### src/rtl/cvbs_timing_pkg.sv
// Shared definitions for the composite-video sync generator.
//   - line_type_e : per-line pulse structure (broad / equalizing / blank / active)
//   - DEF_*       : default timing for a 24 MHz sample clock, 312-line progressive
//   - grey_lut()  : builds the 8-step grey-bar level table used by TEST_PATTERN_EN
package cvbs_timing_pkg;

    typedef enum logic [1:0] {
        LT_BROAD  = 2'd0,
        LT_EQ     = 2'd1,
        LT_BLANK  = 2'd2,
        LT_ACTIVE = 2'd3
    } line_type_e;

    localparam int unsigned DEF_RESOLUTION   = 6;
    localparam int unsigned DEF_BLACKLEVEL   = 8;
    localparam int unsigned DEF_SPAN         = 24;
    localparam int unsigned DEF_LINE_LEN     = 1536;
    localparam int unsigned DEF_HSYNC_LEN    = 113;
    localparam int unsigned DEF_EQ_LEN       = 56;
    localparam int unsigned DEF_BROAD_LEN    = 655;
    localparam int unsigned DEF_ACT_START    = 250;
    localparam int unsigned DEF_ACT_END      = 1495;
    localparam int unsigned DEF_LINES        = 312;
    localparam int unsigned DEF_FIRST_ACTIVE = 23;
    localparam int unsigned DEF_LAST_ACTIVE  = 309;

    // Grey bars: one step every BAR_STEP active clocks, saturating at bar 7.
    localparam int unsigned BAR_STEP = 156;
    localparam int unsigned BAR_LAST = 7;
    localparam int unsigned LUT_W    = 16;

    // Entry i = black + i*span/7, packed LUT_W bits per entry.
    function automatic logic [8*LUT_W-1:0] grey_lut(input int unsigned black,
                                                    input int unsigned span);
        logic [8*LUT_W-1:0] lut;
        lut = '0;
        for (int unsigned i = 0; i < 8; i++) begin
            lut[i*LUT_W +: LUT_W] = LUT_W'(black + (i * span) / 7);
        end
        return lut;
    endfunction

endpackage

### src/rtl/cvbs_sync_gen_if.sv
// Pixel handshake between a pixel source and the sync generator.
//   luma        : pixel value, consumed in cycles where pix_req=1
//   pattern_sel : select internal grey bars (only with TEST_PATTERN_EN)
//   pix_req     : generator requests/consumes a pixel this cycle
// master = pixel source, slave = cvbs_sync_gen.
interface cvbs_sync_gen_if #(
    parameter int unsigned RESOLUTION = 6
);
    logic [RESOLUTION-1:0] luma;
    logic                  pattern_sel;
    logic                  pix_req;

    modport master (output luma, output pattern_sel, input pix_req);
    modport slave  (input luma, input pattern_sel, output pix_req);
endinterface

### src/rtl/cvbs_sync_gen_sd_dac.sv
// First-order sigma-delta DAC: ones density of dac_out over 2^RESOLUTION
// clocks equals sample/2^RESOLUTION.
//   clk, reset_n : clock, asynchronous active-low reset
//   sample       : level to convert
//   dac_out      : registered 1-bit stream (accumulator carry)
module sd_dac #(
    parameter int unsigned RESOLUTION = 6
) (
    input  logic                  clk,
    input  logic                  reset_n,
    input  logic [RESOLUTION-1:0] sample,
    output logic                  dac_out
);

    logic [RESOLUTION:0] acc_q;
    logic [RESOLUTION:0] acc_d;

    // Carry is dropped every cycle; only the low bits accumulate.
    always_comb begin
        acc_d = {1'b0, acc_q[RESOLUTION-1:0]} + {1'b0, sample};
    end

    always_ff @(posedge clk or negedge reset_n) begin
        if (!reset_n) begin
            acc_q <= '0;
        end else begin
            acc_q <= acc_d;
        end
    end

    assign dac_out = acc_q[RESOLUTION];

endmodule

### src/rtl/cvbs_sync_gen.sv
// 312-line progressive PAL-style composite video transmitter.
// Generates hsync, broad vsync and equalizing pulses, cookie-cuts luma into
// 0 = sync tip, BLACKLEVEL = black, BLACKLEVEL+SPAN = white, and drives a
// 1-bit sigma-delta DAC.
//   clk, reset_n : sample clock, asynchronous active-low reset
//   pix          : pixel handshake (luma, pattern_sel in; pix_req out)
//   hsync_n      : line sync, active low
//   vsync_n      : low for the broad lines 0..2
//   csync_n      : composite sync tip, active low
//   porch        : back porch on non-vsync lines
//   sample       : registered output level
//   dac_out      : sigma-delta bitstream of sample
// Optional build macro TEST_PATTERN_EN: pattern_sel=1 replaces luma with
// 8 grey bars.
module cvbs_sync_gen
    import cvbs_timing_pkg::*;
#(
    parameter int unsigned RESOLUTION   = DEF_RESOLUTION,
    parameter int unsigned BLACKLEVEL   = DEF_BLACKLEVEL,
    parameter int unsigned SPAN         = DEF_SPAN,
    parameter int unsigned LINE_LEN     = DEF_LINE_LEN,
    parameter int unsigned HSYNC_LEN    = DEF_HSYNC_LEN,
    parameter int unsigned EQ_LEN       = DEF_EQ_LEN,
    parameter int unsigned BROAD_LEN    = DEF_BROAD_LEN,
    parameter int unsigned ACT_START    = DEF_ACT_START,
    parameter int unsigned ACT_END      = DEF_ACT_END,
    parameter int unsigned LINES        = DEF_LINES,
    parameter int unsigned FIRST_ACTIVE = DEF_FIRST_ACTIVE,
    parameter int unsigned LAST_ACTIVE  = DEF_LAST_ACTIVE
) (
    input  logic                  clk,
    input  logic                  reset_n,
    cvbs_sync_gen_if.slave        pix,
    output logic                  hsync_n,
    output logic                  vsync_n,
    output logic                  csync_n,
    output logic                  porch,
    output logic [RESOLUTION-1:0] sample,
    output logic                  dac_out
);

    localparam int unsigned HW = $clog2(LINE_LEN);
    localparam int unsigned VW = $clog2(LINES);
    localparam int unsigned RW = RESOLUTION + 1;

    localparam logic [HW-1:0] H_LAST  = HW'(LINE_LEN - 1);
    localparam logic [HW-1:0] H_HALF  = HW'(LINE_LEN / 2);
    localparam logic [HW-1:0] H_HS    = HW'(HSYNC_LEN);
    localparam logic [HW-1:0] H_EQ    = HW'(EQ_LEN);
    localparam logic [HW-1:0] H_BR    = HW'(BROAD_LEN);
    localparam logic [HW-1:0] H_AS    = HW'(ACT_START);
    localparam logic [HW-1:0] H_AE    = HW'(ACT_END);
    localparam logic [HW-1:0] H_ONE   = HW'(1);

    localparam logic [VW-1:0] V_LAST  = VW'(LINES - 1);
    localparam logic [VW-1:0] V_EQ_HI = VW'(LINES - 2);
    localparam logic [VW-1:0] V_BR_E  = VW'(3);
    localparam logic [VW-1:0] V_EQ_E  = VW'(5);
    localparam logic [VW-1:0] V_FA    = VW'(FIRST_ACTIVE);
    localparam logic [VW-1:0] V_LA    = VW'(LAST_ACTIVE);
    localparam logic [VW-1:0] V_ONE   = VW'(1);

    localparam logic [RW-1:0] LVL_LO  = RW'(BLACKLEVEL);
    localparam logic [RW-1:0] LVL_HI  = RW'(BLACKLEVEL + SPAN);
    localparam logic [RESOLUTION-1:0] LVL_BLACK = RESOLUTION'(BLACKLEVEL);

    function automatic line_type_e classify(input logic [VW-1:0] v);
        if (v < V_BR_E)       return LT_BROAD;
        else if (v < V_EQ_E)  return LT_EQ;
        else if (v >= V_EQ_HI) return LT_EQ;
        else if (v < V_FA)    return LT_BLANK;
        else if (v <= V_LA)   return LT_ACTIVE;
        else                  return LT_BLANK;
    endfunction

    logic [HW-1:0] hcount_q, hcount_d;
    logic [VW-1:0] vcount_q, vcount_d;
    logic [VW-1:0] vcount_next;
    line_type_e    lt_q, lt_d;

    logic [HW-1:0] h_half;
    logic          h_wrap;
    logic          tip;
    logic          pix_req_w;
    logic [RESOLUTION-1:0] luma_src;
    logic [RW-1:0] luma_ext;
    logic [RW-1:0] luma_clamped;

    logic [RESOLUTION-1:0] sample_q, sample_d;
    logic hsync_n_q, hsync_n_d;
    logic vsync_n_q, vsync_n_d;
    logic csync_n_q, csync_n_d;
    logic porch_q, porch_d;

`ifdef TEST_PATTERN_EN
    localparam logic [8*LUT_W-1:0] GREY_LUT = grey_lut(BLACKLEVEL, SPAN);
    localparam logic [7:0] BAR_CNT_LAST = 8'(BAR_STEP - 1);
    localparam logic [2:0] BAR_MAX      = 3'(BAR_LAST);

    logic [7:0] bar_cnt_q;
    logic [2:0] bar_q;

    // Bar index restarts every active span; advancing a counter avoids a divider.
    always_ff @(posedge clk or negedge reset_n) begin
        if (!reset_n) begin
            bar_cnt_q <= '0;
            bar_q     <= '0;
        end else if (!pix_req_w) begin
            bar_cnt_q <= '0;
            bar_q     <= '0;
        end else if (bar_cnt_q == BAR_CNT_LAST) begin
            bar_cnt_q <= '0;
            if (bar_q != BAR_MAX) begin
                bar_q <= bar_q + 3'd1;
            end
        end else begin
            bar_cnt_q <= bar_cnt_q + 8'd1;
        end
    end

    always_comb begin
        luma_src = pix.pattern_sel ? GREY_LUT[int'(bar_q)*LUT_W +: RESOLUTION] : pix.luma;
    end
`else
    logic unused_pattern_sel;
    assign unused_pattern_sel = pix.pattern_sel;

    always_comb begin
        luma_src = pix.luma;
    end
`endif

    always_comb begin
        h_wrap      = (hcount_q == H_LAST);
        vcount_next = (vcount_q == V_LAST) ? '0 : vcount_q + V_ONE;
        hcount_d    = h_wrap ? '0 : hcount_q + H_ONE;
        vcount_d    = h_wrap ? vcount_next : vcount_q;
        lt_d        = h_wrap ? classify(vcount_next) : lt_q;

        h_half = (hcount_q >= H_HALF) ? hcount_q - H_HALF : hcount_q;

        case (lt_q)
            LT_BROAD: tip = (h_half < H_BR);
            LT_EQ:    tip = (h_half < H_EQ);
            default:  tip = (hcount_q < H_HS);
        endcase

        pix_req_w = (lt_q == LT_ACTIVE) && (hcount_q >= H_AS) && (hcount_q <= H_AE);

        luma_ext = {1'b0, luma_src};
        if (luma_ext < LVL_LO)      luma_clamped = LVL_LO;
        else if (luma_ext > LVL_HI) luma_clamped = LVL_HI;
        else                        luma_clamped = luma_ext;

        if (tip)             sample_d = '0;
        else if (!pix_req_w) sample_d = LVL_BLACK;
        else                 sample_d = luma_clamped[RESOLUTION-1:0];

        hsync_n_d = !(hcount_q < H_HS);
        vsync_n_d = (lt_q != LT_BROAD);
        csync_n_d = !tip;
        porch_d   = (lt_q != LT_BROAD) && (hcount_q >= H_HS) && (hcount_q < H_AS);
    end

    always_ff @(posedge clk or negedge reset_n) begin
        if (!reset_n) begin
            hcount_q  <= '0;
            vcount_q  <= '0;
            lt_q      <= LT_BROAD;
            sample_q  <= LVL_BLACK;
            hsync_n_q <= 1'b1;
            vsync_n_q <= 1'b1;
            csync_n_q <= 1'b1;
            porch_q   <= 1'b0;
        end else begin
            hcount_q  <= hcount_d;
            vcount_q  <= vcount_d;
            lt_q      <= lt_d;
            sample_q  <= sample_d;
            hsync_n_q <= hsync_n_d;
            vsync_n_q <= vsync_n_d;
            csync_n_q <= csync_n_d;
            porch_q   <= porch_d;
        end
    end

    sd_dac #(.RESOLUTION(RESOLUTION)) u_dac (
        .clk     (clk),
        .reset_n (reset_n),
        .sample  (sample_q),
        .dac_out (dac_out)
    );

    assign pix.pix_req = pix_req_w;
    assign sample      = sample_q;
    assign hsync_n     = hsync_n_q;
    assign vsync_n     = vsync_n_q;
    assign csync_n     = csync_n_q;
    assign porch       = porch_q;

endmodule

### src/flat_wrapper.sv
// flat-port wrapper written by rule: the top's interface ports become plain ports
module cvbs_sync_gen_flat import cvbs_timing_pkg::*;
#(
    parameter int unsigned RESOLUTION   = DEF_RESOLUTION,
    parameter int unsigned BLACKLEVEL   = DEF_BLACKLEVEL,
    parameter int unsigned SPAN         = DEF_SPAN,
    parameter int unsigned LINE_LEN     = DEF_LINE_LEN,
    parameter int unsigned HSYNC_LEN    = DEF_HSYNC_LEN,
    parameter int unsigned EQ_LEN       = DEF_EQ_LEN,
    parameter int unsigned BROAD_LEN    = DEF_BROAD_LEN,
    parameter int unsigned ACT_START    = DEF_ACT_START,
    parameter int unsigned ACT_END      = DEF_ACT_END,
    parameter int unsigned LINES        = DEF_LINES,
    parameter int unsigned FIRST_ACTIVE = DEF_FIRST_ACTIVE,
    parameter int unsigned LAST_ACTIVE  = DEF_LAST_ACTIVE
)
  (clk, reset_n, hsync_n, vsync_n, csync_n, porch, sample, dac_out, pix_luma, pix_pattern_sel, pix_pix_req);
  cvbs_sync_gen_if #(.RESOLUTION(RESOLUTION)) pix_i ();
  input  logic clk;
  input  logic reset_n;
  output logic hsync_n;
  output logic vsync_n;
  output logic csync_n;
  output logic porch;
  output logic [RESOLUTION-1:0] sample;
  output logic dac_out;
  input wire logic [$bits(pix_i.luma)-1:0] pix_luma;
  input wire logic [$bits(pix_i.pattern_sel)-1:0] pix_pattern_sel;
  output wire logic [$bits(pix_i.pix_req)-1:0] pix_pix_req;
  assign pix_i.luma = pix_luma;
  assign pix_i.pattern_sel = pix_pattern_sel;
  assign pix_pix_req = pix_i.pix_req;
  cvbs_sync_gen #(.RESOLUTION(RESOLUTION), .BLACKLEVEL(BLACKLEVEL), .SPAN(SPAN), .LINE_LEN(LINE_LEN), .HSYNC_LEN(HSYNC_LEN), .EQ_LEN(EQ_LEN), .BROAD_LEN(BROAD_LEN), .ACT_START(ACT_START), .ACT_END(ACT_END), .LINES(LINES), .FIRST_ACTIVE(FIRST_ACTIVE), .LAST_ACTIVE(LAST_ACTIVE)) u_core (.clk(clk), .reset_n(reset_n), .pix(pix_i), .hsync_n(hsync_n), .vsync_n(vsync_n), .csync_n(csync_n), .porch(porch), .sample(sample), .dac_out(dac_out));
endmodule
### config.mk
export PLATFORM = sky130hd
export DESIGN_NAME = cvbs_sync_gen_flat
export DESIGN_NICKNAME = d
export VERILOG_FILES = /design/src/rtl/cvbs_timing_pkg.sv /design/src/rtl/cvbs_sync_gen_if.sv /design/src/rtl/cvbs_sync_gen_sd_dac.sv /design/src/rtl/cvbs_sync_gen.sv /design/src/flat_wrapper.sv
export SDC_FILE = /design/constraint.sdc
export NUM_CORES = 1
export LEC_CHECK = 0
export CAP_MARGIN = 0
export CORE_MARGIN = 5
export CORE_UTILIZATION = 54
export CTS_BUF_LIST = sky130_fd_sc_hd__clkbuf_4
export CTS_CLUSTER_SIZE = 28
export DETAILED_ROUTE_END_ITERATION = 8
export PLACE_DENSITY = 0.9
export SLEW_MARGIN = 20
export SYNTH_ARGS = -nofsm -noshare
export SYNTH_HDL_FRONTEND = slang
export SYNTH_SLANG_ARGS = --single-unit
export TNS_END_PERCENT = 50
### constraint.sdc
create_clock -name clk -period 2.09 [get_ports clk]
set_input_delay 0.209 -clock clk [delete_from_list [all_inputs] [get_ports clk]]
set_output_delay 0.209 -clock clk [all_outputs]
set_load 0.01 [all_outputs]
* Word-level counts from Yosys, hierarchy flattened
Index checks and enable logic that the tools add are counted.
** Storage, ports and cells
- Word-level logic and storage cells :: 53
- Register bits after elaboration :: 39
- Output and inout bits :: 12
- Input port bits :: 9
** Operators by class
- Magnitude comparators :: 15
- Reductions and logical operators :: 8
- Eq/ne operators :: 4
- $add $sub $neg :: 4
- Muxes and demuxes :: 13
** Operator list (number)
- two-way mux 6 bit :: 4
- two-way mux 11 bit :: 2
- adder 11 x 1 -> 11 bit, second input constant :: 1
- equality test 11 bit, second input constant :: 1
- greater-or-equal comparator 11 x 10 -> 1 bit, second input constant :: 1
- greater-or-equal comparator 11 x 7 -> 1 bit, second input constant :: 1
- greater-or-equal comparator 11 x 8 -> 1 bit, second input constant :: 1
- less-or-equal comparator 11 bit, second input constant :: 1
- less-than comparator 11 x 10 -> 1 bit, second input constant :: 1
- less-than comparator 11 x 6 -> 1 bit, second input constant :: 1
- less-than comparator 11 x 7 -> 1 bit, second input constant :: 1
- less-than comparator 11 x 8 -> 1 bit, second input constant :: 1
- subtractor 11 x 10 -> 11 bit, second input constant :: 1
- adder 9 x 1 -> 9 bit, second input constant :: 1
- equality test 9 bit, second input constant :: 1
- greater-or-equal comparator 9 bit, second input constant :: 1
- less-or-equal comparator 9 bit, second input constant :: 1
- less-than comparator 9 x 2 -> 1 bit, second input constant :: 1
- less-than comparator 9 x 3 -> 1 bit, second input constant :: 1
- less-than comparator 9 x 5 -> 1 bit, second input constant :: 1
- two-way mux 9 bit :: 1
- two-way mux 2 bit :: 4
- adder 6 x 6 -> 7 bit :: 1
- greater-than comparator 6 bit, second input constant :: 1
- 9 further kinds :: 13

* Depth between registers and ports, before layout
Gate-level depths: netlist (run 1).
- Depth in word-level cells :: 8
- Depth in mapped cells :: 10

* Hierarchy
A second synthesis (run 1) with hierarchy kept.
** Second synthesis, totals
- Cells, all modules :: 257
- Area total of the unflattened synthesis :: 2366.0 um2
** Modules (own cells, without submodules)
- cvbs_sync_gen :: instances 1, seq. area each 805.8 um2, cells an instance 222, area each 1948.1 um2
- sd_dac :: instances 1, seq. area each 175.2 um2, cells an instance 35, area each 417.9 um2

* Worst setup path before layout (run 1)
OpenSTA, ideal clock, no wires.
- Kind :: register to register
- Start point :: register u_core.vcount_q[0]
- End point :: register u_core.lt_q[0]
- Library setup time :: 84 ps
- Path slack :: -120 ps
- Period minus slack after synthesis :: 2210 ps
- Cell stages (with the launch flop) :: 11
- Path buffers :: 2
- Arrival :: 2126 ps
- Cells stage by stage :: dfrtp_1 > ha_1 > buf_6 > and4_1 > buf_2 > a211o_1 > o211ai_2 > or2b_2 > inv_1 > a311o_1 > a41oi_2
** On the way
- Word-level cells in the longest chain between the ends :: 8
- Elaborated cells between the ends (all ways) :: 13
- Classes of those cells :: add/sub (1); order compare (5); eq/ne (1); mux (6)
** Ends and longest elaborated chain
- start, declared :: RTL line cvbs_sync_gen.sv:77 : logic [VW-1:0] vcount_q, vcount_d;
- start signal, assigned :: RTL line cvbs_sync_gen.sv:177 : vcount_q <= vcount_d;
- adder 9 x 1 -> 9 bit or equality test 9 bit (tied branches) :: RTL line cvbs_sync_gen.sv:135 : vcount_next = (vcount_q == V_LAST) ? '0 : vcount_q + V_ONE;
- two-way mux 9 bit (*) :: RTL line cvbs_sync_gen.sv:135
- less-or-equal comparator 9 bit :: RTL line cvbs_sync_gen.sv:72 : else if (v <= V_LA) return LT_ACTIVE;
- two-way mux 1 bit :: RTL line cvbs_sync_gen.sv:72
- two-way mux 2 bit :: RTL line cvbs_sync_gen.sv:71 : else if (v < V_FA) return LT_BLANK;
- two-way mux 2 bit :: RTL line cvbs_sync_gen.sv:70 : else if (v >= V_EQ_HI) return LT_EQ;
- two-way mux 2 bit :: RTL line cvbs_sync_gen.sv:69 : else if (v < V_EQ_E) return LT_EQ;
- two-way mux 2 bit (*) :: RTL line cvbs_sync_gen.sv:68 : if (v < V_BR_E) return LT_BROAD;
- end signal, assigned :: RTL line cvbs_sync_gen.sv:178 : lt_q <= lt_d;
- end, declared :: RTL line cvbs_sync_gen.sv:79 : line_type_e lt_q, lt_d;
Every way passes the cells marked *; elsewhere a longest branch is shown, timed or not.
A chain may end at the register's enable or synchronous reset.

* Final worst setup path (run 1)
- Start point :: register u_core.hcount_q[9]
- End point :: output pix_pix_req
** On the way
- Word-level cells in the longest chain between the ends :: 3
- Elaborated cells between the ends (all ways) :: 4
- Classes of those cells :: order compare (2); reduce/logical (2)
** Ends and longest elaborated chain
- start, declared :: RTL line cvbs_sync_gen.sv:76 : logic [HW-1:0] hcount_q, hcount_d;
- start signal, assigned :: RTL line cvbs_sync_gen.sv:176 : hcount_q <= hcount_d;
- greater-or-equal comparator 11 x 8 -> 1 bit :: RTL line cvbs_sync_gen.sv:148 : pix_req_w = (lt_q == LT_ACTIVE) && (hcount_q >= H_AS) && (hcount_q <= H_AE);
- logical AND 1 bit :: RTL line cvbs_sync_gen.sv:148
- logical AND 1 bit (*) :: RTL line cvbs_sync_gen.sv:148
- end, declared :: RTL line flat_wrapper.sv:29 : output wire logic [$bits(pix_i.pix_req)-1:0] pix_pix_req;
Marks and branches as above.

==> results of run 1 <==
## through the flow
step                utilization [%]  cells
CTS                            69.1    374
global route                   72.3    377
floorplan                         -    267
finish                         72.3    377
global placement               66.3    361
detailed placement             66.3    361
## cell families (layout without fill, tap and decap cells)
family                   count (synthesis)  count (layout)  synth area share (%)
AO/OA/AOI/OAI                           56              56                  16.3
buffers and inverters                   35              93                  7.11
adder cells (fa/ha/maj)                 16              16                  8.32
AND/OR/NAND/NOR                        103             103                  22.6
flip-flops                              39              39                  39.3
XOR/XNOR                                18              18                  6.31
## power breakdown
| part | internal [mW] | leakage, nW | switching [mW] | total (mW) |
|---|---|---|---|---|
| clock network | 0.157 | 0.0361 | 0.263 | 0.421 |
| logic | 0.0212 | 0.953 | 0.0308 | 0.0520 |
| registers | 0.760 | 0.505 | 0.00179 | 0.761 |
| total | 0.938 | 1.49 | 0.296 | 1.23 |
## how the worst max path moves through the flow
stage,start,depth (start not counted),slack (ps),end
finish,u_core.hcount_q[9],8,-40,pix_pix_req
floorplan,u_core.vcount_q[0],10,0.1,u_core.lt_q[1]
detailed placement,u_core.hcount_q[9],9,-40,u_core.sample[3]
global route,u_core.hcount_q[0],7,-160,pix_pix_req
global placement,u_core.hcount_q[9],8,20,pix_pix_req
CTS,u_core.hcount_q[9],10,-2,pix_pix_req
## flip-flops by register name, summed over array words and instances (netlist names)
| register | cells |
|---|---|
| u_core.sample | 6 |
| u_core.vsync_n | 1 |
| u_core.u_dac.acc_q | 7 |
| u_core.lt_q | 2 |
| u_core.csync_n | 1 |
| u_core.porch | 1 |
| u_core.hsync_n | 1 |
| u_core.hcount_q | 11 |
| u_core.vcount_q | 9 |
## layout by cell type, fill, tap and decap left out, types with 6 or more instances in the layout
cell type	Yosys	final
xnor2_1	14	14
nand2_1	23	23
nand3_1	17	17
a21oi_1	10	10
buf_4	0	42
nand4_1	6	6
inv_1	23	21
o21ai_0	11	11
clkbuf_4	0	7
dfrtp_1	35	32
nor2_1	19	19
clkdlybuf4s50_1	0	17
ha_1	15	12
## layer usage
| metal | share of wire, % | vias to the layer above | track usage (%) |
|---|---|---|---|
| met3 | 6.6 | 15 | 4.28 |
| li1 | - | 1057 | - |
| met1 | 40 | 1130 | 25.7 |
| met2 | 52 | 114 | 34.9 |
| met5 | 0 | - | 0 |
| met4 | 2.0 | 0 | 8.11 |
## layout make-up
cell class,count,area (um^2),area share (%)
Clock buffer,7,52.6,1.65
Clock inverter,1,5.00,0.157
Inverter,23,86.3,2.70
Multi-Input combinational cell,193,1490,46.6
Sequential cell,39,985,30.9
Tap cell,52,65.1,2.04
Timing Repair Buffer,62,512,16.0
## timing repair
action,CTS,global route
buffers inserted,4,4
hold endpoints to repair,35,0
hold buffers,1,0
pin swaps,6,9
resized for setup,11,20
endpoints found under the setup margin,4,9
==> run_results.csv, run 1 <==
group,metric,value,unit
status,status,"finished, violations left",
status,violations,"negative setup slack",
worst_hold_path,min_from,"pix_luma[1]",
critical_path,cp_max_fo,2,
die,die-area,6080,um^2
layout,n_antenna_cell,0,
die,fp-row-count,24,
yosys,synthTopCellsByArea,"dfrtp_1, ha_1, xnor2_1",
sta,finalClockSkew,16.6,ps
critical_path,path_cells,"inv_2 > ha_4 > and3_4 > nand4bb_1 > o221ai_2 > nand4_1 > inv_1 > buf_6",
die,initial_utilization,56.6,%
yosys,synth_edf_count,0,
yosys,syn_inst,267,
global_routing,grt_pass1_vias,2217,
global_routing,grt_max_degree,40,
die,io_pins,21,
worst_hold_path,hold_end,"u_core.sample[1]",
clocking,clk_latency,370,ps
clocking,cts-htree-levels,2,
yosys,syn-num-nets,292,
critical_path,reg2regPathDepth,9,
sta,max_freq,469,MHz
critical_path,critPathSlowestCell,"dfrtp_1",
yosys,synthFlopType,"dfrtp_1",
layout,nFillCells,292,
job,cap_violations,0,
critical_path,crit_buf_inv,3,
global_routing,grt_pass1_wl,10.2,mm
yosys,ys_types,58,
die,die_height,78.0,um
sta,slew_viol_final,0,
pwr,p_leak,1.49,nW
pwr,power,1.23,mW
critical_path,start_kind,"flip-flop",
critical_path,critPathMaxStageDelay,410,ps
route,drt-total-wl,6.65,mm
global_routing,antenna_found_initial,0,
critical_path,end_kind,"output pin",
sta,rsz0062_at_grt,"yes",
sta,fin_ws,-43.8,ps
global_routing,grt.overflow.total,0,
sta,finalHoldViolations,0,
placement,dp_hpwl,4.26,mm
layout,final_nets,349,
sta,fin_crit,2130,ps
yosys,synth_area,2500,um^2
sta,hold_ws,426,ps
route,drtIter0Drc,211,
yosys,yosysMostFrequentCell,"dfrtp_1",
critical_path,r2r_slack,-10,ps
pwr,p_per_area,387,nW/um^2
sta,slew_headroom,61.7,%
layout,final_area,3190,um^2
global_routing,grt_usage,20.6,%
layout,area_growth,27.8,%
placement,portBuffers,19,
die,core_area,4410,um^2
placement,gp_congestion,0.936,
clocking,cts_tree,"built",
sta,finalSetupTns,-49.9,ps
critical_path,crit_required,1880,ps
route,wl_per_cell,17.6,um
yosys,yosysTopAreaCell,"dfrtp_1",
yosys,ys_ff_latch,39,
worst_hold_path,hold_depth,2,
route,vias,2316,
clocking,cts_buffers,5,
yosys,ys_top_cells_by_count,"dfrtp_1, inv_1, nand2_1",
yosys,async_flop_share,100,%
critical_path,cpLargestDelayFamily,"simple AND/OR/NAND/NOR gates",
clocking,clk_pin_slew,110,ps
route,post-route-drc-count,0,
clocking,cts_num_sinks,39,
yosys,yosysWarnings,0,
critical_path,reg2reg_from,"u_core.vcount_q[0]",
layout,layout-drive-gt1-share,28.0,%
critical_path,critPathKind,"flip-flop to output pin",
die,fp.dieW,78.0,um
placement,place_ws,-39.0,ps
route,first_pass_iters,6,
sta,finalCritPeriodShare,102,%
clocking,root_buffer,"clkbuf_4",
worst_hold_path,hold_class,"input port to flip-flop",
route,ant_nets,0,
pwr,irDropWorstVdd,0.237,mV
critical_path,reg2reg_to,"u_core.lt_q[0]",
route,via_per_inst,6.14,
sta,worst_slew_pin_slew,572,ps
clocking,clockBufferDepth,2,
placement,place_area,2930,um^2
critical_path,cp.arrival,1920,ps
yosys,postSynthAreaPerCell,9.35,um^2
sta,finalSetupViolCount,2,
yosys,synth_top_area_share,35.1,%
yosys,yosysSeqAreaShare,39.3,%
(Power assumes the default switching activity.)
==> inputs of run 2 (changes only) <==
--- a/config.mk
+++ b/config.mk
@@ -11,7 +11,7 @@
 export CTS_BUF_LIST = sky130_fd_sc_hd__clkbuf_4
 export CTS_CLUSTER_SIZE = 28
 export DETAILED_ROUTE_END_ITERATION = 8
-export PLACE_DENSITY = 0.9
+export PLACE_DENSITY = 0.78
 export SLEW_MARGIN = 20
 export SYNTH_ARGS = -nofsm -noshare
 export SYNTH_HDL_FRONTEND = slang
==> run_results.csv, run 2 (synthesis gave the netlist of run 1 again) <==
group,metric,value,unit
critical_path,path_cells,"inv_2 > ha_4 > and3_4 > nand4bb_1 > o221ai_2 > nand4_1 > inv_1 > buf_2",
pwr,power,1.31,mW
layout,nFillCells,326,
pwr,pwr-share-comb,3.5,%
clocking,root_buffer,"clkbuf_4",
sta,hold_ws,236,ps
global_routing,grt_pass1_vias,2121,
pwr,swShare,21.4,%
die,core_area,4410,um^2
global_routing,grt_pass1_wl,9.75,mm
placement,portBuffers,19,
die,io_pins,21,
sta,slew_viol_final,0,
sta,worst_slew_pin_slew,515,ps
global_routing,grt_util_met1,24.6,%
global_routing,top_usage_layer,"met2",
sta,fin_ws,28.9,ps
pwr,p_seq_share,58.3,%
clocking,cts-htree-levels,2,
sta,finalCritPeriodShare,98.6,%
layout,top_register,"u_core.hcount_q",
global_routing,met2_usage,33.8,%
clocking,cts_num_sinks,39,
clocking,clockBufferDepth,2,
global_routing,met3_usage,3.70,%
clocking,cts_tree,"built",
sta,finalHoldViolations,0,
clocking,clk_pin_slew,120,ps
route,drtIter0Drc,142,
pwr,p_int,1.03,mW
global_routing,antenna_found_initial,0,
placement,place_area,2920,um^2
pwr,clkPwrFrac,38.2,%
global_routing,grt.overflow.total,0,
critical_path,critPathSlowestCell,"dfrtp_1",
die,die_height,78.0,um
global_routing,grt_usage,19.5,%
layout,largest_reg_flops,11,
layout,layout-drive-gt1-share,28.5,%
die,fp.dieW,78.0,um
critical_path,cp.arrival,1850,ps
layout,layout.cells.non_filler,378,
worst_hold_path,hold_class,"input port to asynchronous set/reset pin",
critical_path,reg2regPathDepth,8,
route,post-route-drc-count,0,
die,initial_utilization,56.6,%
sta,finalSetupTns,0,ps
sta,max_freq,485,MHz
critical_path,crit_required,1880,ps
clocking,cts_buffers,5,
layout,utilization,72.5,%
placement,dp_hpwl,4.11,mm
placement,place_ws,-31.0,ps
pwr,irDropWorstVdd,0.341,mV
sta,slew_headroom,65.4,%
critical_path,critPathMaxStageDelay,400,ps
layout,final_common_cell,"buf_4",
layout,final_area,3200,um^2
route,via_per_inst,5.84,
clocking,clk_latency,350,ps
sta,fin_crit,2060,ps
critical_path,critPathKind,"flip-flop to output pin",
sta,rsz0062_at_grt,"yes",
status,status,"complete, no violations",
route,ant_nets,0,
route,first_pass_iters,4,
layout,final_nets,350,
critical_path,start_kind,"flip-flop",
layout,n_antenna_cell,0,
die,die-area,6080,um^2
route,drt-total-wl,5.88,mm
route,wl_per_cell,15.6,um
layout,reg.largest.list,"u_core.hcount_q: 11 flops, u_core.vcount_q: 9 flops, u_core.u_dac.acc_q: 7 flops",
global_routing,grt_max_degree,18,
placement,dp_cells,360,
pwr,p_leak,1.49,nW
critical_path,cp_max_fo,2,
job,cap_violations,0,
pwr,p_sw,0.279,mW
layout,area_growth,28.2,%
pwr,p_per_area,408,nW/um^2
layout,mostFrequentLayoutCells,"buf_4, dfrtp_1, nand2_1, inv_1, nor2_1",
sta,finalSetupViolCount,0,
route,vias,2207,
sta,finalClockSkew,10.4,ps
placement,gp_congestion,0.938,
die,fp-row-count,24,
critical_path,end_kind,"output pin",
[run 2: cell types whose count changed in the layout (fill, tap and decap cells not counted), sizes merged]
| cell | previous run | this run |
|---|---|---|
| bufinv | 0 | 1 |
| clkinv | 1 | 2 |
| clkbuf | 7 | 5 |
| buf | 44 | 45 |
[run 2: what timing repair did]
item                                    4_1_cts  5_1_grt
pin swaps                                     7        5
buffers inserted                              6        3
endpoints found under the setup margin        3        6
endpoints found under the hold margin        10        0
hold buffers                                  1        0
gates resized for setup                      12       22
[run 2: power by group through the flow]
| stage | Clock [mW] | Sequential, mW | Combinational, mW |
|---|---|---|---|
| 2_1_floorplan | 0 | 0.775 | 0.0115 |
| 3_3_place_gp | 0 | 0.775 | 0.0440 |
| 3_5_place_dp | 0 | 0.776 | 0.0455 |
| 4_1_cts | 0.508 | 0.762 | 0.0475 |
| 5_1_grt | 0.545 | 0.762 | 0.0527 |
| 6_report | 0.498 | 0.761 | 0.0456 |
[run 2: path summary, 6_finish.rpt]
kind                                  startpoint               endpoint  slack (ps)
max reg2reg                   u_core.vcount_q[0]         u_core.lt_q[0]          30
min in group clk                     pix_luma[2]       u_core.sample[2]         410
max                           u_core.hcount_q[9]            pix_pix_req          30
min                                      reset_n  u_core.u_dac.acc_q[1]         240
max in group asynchronous                reset_n       u_core.sample[3]        1280
min reg2reg                u_core.u_dac.acc_q[0]  u_core.u_dac.acc_q[0]         490
[run 2: cell type report]
type                       count  area, um^2  share of cell area, %
multi-input combinational    193        1470                   45.9
sequential                    39         987                   30.8
timing repair buffer          63         517                   16.1
inverter                      23        86.3                   2.70
tap                           52        65.1                   2.03
clock inverter                 3        38.8                   1.21
clock buffer                   5        37.5                   1.17
[run 2: per-layer routing]
| metal | up-vias | routed length, um |
|---|---|---|
| met5 | - | 0 |
| met4 | 0 | 61 |
| met3 | 7 | 345 |
| met2 | 72 | 2970 |
| li1 | 1059 | - |
| met1 | 1069 | 2500 |
[run 2: worst max-delay path: cells and delay by family (launching register included)]
family / cells / cell delay [ps]
AO/OA/AOI/OAI: 1 / 190
adder cells (fa/ha/maj): 1 / 130
buffers and inverters: 3 / 280
flip-flops: 1 / 400
AND/OR/NAND/NOR: 3 / 490
==> inputs of run 3 (changes only) <==
--- a/config.mk
+++ b/config.mk
@@ -6,10 +6,9 @@
 export NUM_CORES = 1
 export LEC_CHECK = 0
 export CAP_MARGIN = 0
-export CORE_MARGIN = 5
 export CORE_UTILIZATION = 54
 export CTS_BUF_LIST = sky130_fd_sc_hd__clkbuf_4
-export CTS_CLUSTER_SIZE = 28
+export CTS_CLUSTER_SIZE = 8
 export DETAILED_ROUTE_END_ITERATION = 8
 export PLACE_DENSITY = 0.78
 export SLEW_MARGIN = 20
==> run_results.csv, run 3 (synthesis gave the netlist of run 1 again) <==
group,metric,value,unit
layout,top_register,"u_core.hcount_q",
critical_path,reg2reg_from,"u_core.vcount_q[0]",
critical_path,cp-endpoint,"pix_pix_req",
layout,final_common_cell,"buf_4",
sta,worst_slew_pin_slew,534,ps
critical_path,crit_required,1880,ps
pwr,p_per_area,449,nW/um^2
sta,finalSetupTns,0,ps
clocking,cts_buffers,5,
pwr,p_leak,1.51,nW
clocking,clockBufferDepth,2,
sta,finalSetupViolCount,0,
clocking,root_buffer,"clkbuf_4",
layout,n_antenna_cell,0,
sta,slew_headroom,64.3,%
critical_path,start_kind,"flip-flop",
placement,dp_hpwl,3.88,mm
layout,largest_reg_flops,11,
critical_path,reg2reg_to,"u_core.lt_q[0]",
sta,max_freq,482,MHz
placement,place_ws,-9.30,ps
sta,slew_viol_final,0,
critical_path,critPathMaxStageDelay,440,ps
global_routing,grt_max_degree,18,
route,vias,2180,
critical_path,cp_max_fo,4,
sta,finalCritPeriodShare,99.3,%
layout,mostFrequentLayoutCells,"buf_4, dfrtp_1, nand2_1, nor2_1, inv_1",
route,drt-total-wl,5.73,mm
job,cap_violations,0,
global_routing,antenna_found_initial,0,
clocking,clk_pin_slew,130,ps
clocking,cts_tree,"built",
layout,layout-drive-gt1-share,31.1,%
worst_hold_path,hold_class,"input port to asynchronous set/reset pin",
clocking,cts-htree-levels,2,
critical_path,path_cells,"ha_2 > and3_4 > nand4bb_1 > o221ai_1 > nand4_1 > inv_1 > buf_2",
clocking,cts_num_sinks,39,
global_routing,grt.overflow.total,0,
die,fp-row-count,24,
die,core_area,4410,um^2
layout,final_nets,352,
route,drtIter0Drc,134,
critical_path,critPathSlowestCell,"dfrtp_1",
layout,layout.cells.non_filler,380,
die,fp.dieW,70.0,um
global_routing,grt_pass1_wl,9.61,mm
pwr,irDropWorstVdd,0.295,mV
sta,hold_ws,259,ps
global_routing,grt_usage,24.9,%
sta,fin_crit,2080,ps
critical_path,end_kind,"output pin",
critical_path,cp.arrival,1870,ps
route,wl_per_cell,15.1,um
die,die_height,70.0,um
layout,area_growth,30.3,%
placement,portBuffers,19,
layout,reg.largest.list,"u_core.hcount_q: 11 flops, u_core.vcount_q: 9 flops, u_core.u_dac.acc_q: 7 flops",
critical_path,r2r_slack,30,ps
die,io_pins,21,
sta,finalHoldViolations,0,
sta,finalClockSkew,12.0,ps
route,first_pass_iters,4,
sta,fin_ws,14.6,ps
die,die-area,4900,um^2
die,initial_utilization,56.6,%
pwr,power,1.46,mW
route,post-route-drc-count,0,
placement,gp_congestion,0.912,
placement,dp_cells,362,
critical_path,critPathKind,"flip-flop to output pin",
sta,rsz0062_at_grt,"yes",
status,status,"complete, no violations",
clocking,clk_latency,370,ps
route,ant_nets,0,
route,via_per_inst,5.74,
global_routing,grt_pass1_vias,2105,
critical_path,reg2regPathDepth,9,
critical_path,crit_start,"u_core.hcount_q[8]",
[run 3: timing repair]
| action | CTS | global route |
|---|---|---|
| hold endpoints to repair | 13 | 0 |
| buffers inserted | 8 | 2 |
| pin swaps | 7 | 9 |
| gates resized for setup | 17 | 23 |
| setup endpoints to repair | 2 | 5 |
| hold buffers | 1 | 0 |
[run 3: how the worst min path moves through the flow]
stage | startpoint | to | depth (start not counted)
2_1_floorplan | reset_n | u_core.hcount_q[0] | 0
3_3_place_gp | reset_n | u_core.sample[0] | 1
3_5_place_dp | reset_n | u_core.sample[0] | 1
4_1_cts | reset_n | u_core.sample[0] | 2
5_1_grt | reset_n | u_core.sample[1] | 2
6_report | reset_n | u_core.sample[0] | 2
[run 3: final cells by class]
| class | instances | area, um^2 |
|---|---|---|
| tap | 52 | 65.1 |
| sequential | 39 | 983 |
| timing repair buffer | 65 | 539 |
| fill | 315 | 1160 |
| clock inverter | 3 | 67.6 |
| multi-input combinational | 193 | 1480 |
| clock buffer | 5 | 37.5 |
| inverter | 23 | 86.3 |
[run 3: where the power goes]
part           internal [mW]  switching [mW]  total, mW
logic                 0.0207          0.0254     0.0462
clock network          0.372           0.283      0.654
registers              0.760         0.00182      0.762
total                   1.15           0.310       1.46
[run 3: routing by layer]
metal	vias to the layer above	part of all wire (%)	track usage, %
met5	-	0	0
met4	0	1.6	7.11
met3	12	3.9	5.05
met2	62	50	40.4
met1	1042	44	33.7
li1	1064	-	-
[run 3: worst max-delay path, delay by kind of cell (launching register included)]
family,cells,cell delay (ps)
compound gates,1,180
flops,1,440
simple gates,3,480
buf+inv,2,200
fa+ha+maj,1,220
[run 3: stage by stage]
| step | cell area [um^2] | utilization [%] |
|---|---|---|
| global placement | 2930 | 66.4 |
| global route | 3250 | 73.7 |
| CTS | 3150 | 71.3 |
| finish | 3250 | 73.7 |
| detailed placement | 2930 | 66.4 |
| floorplan | 2500 | - |
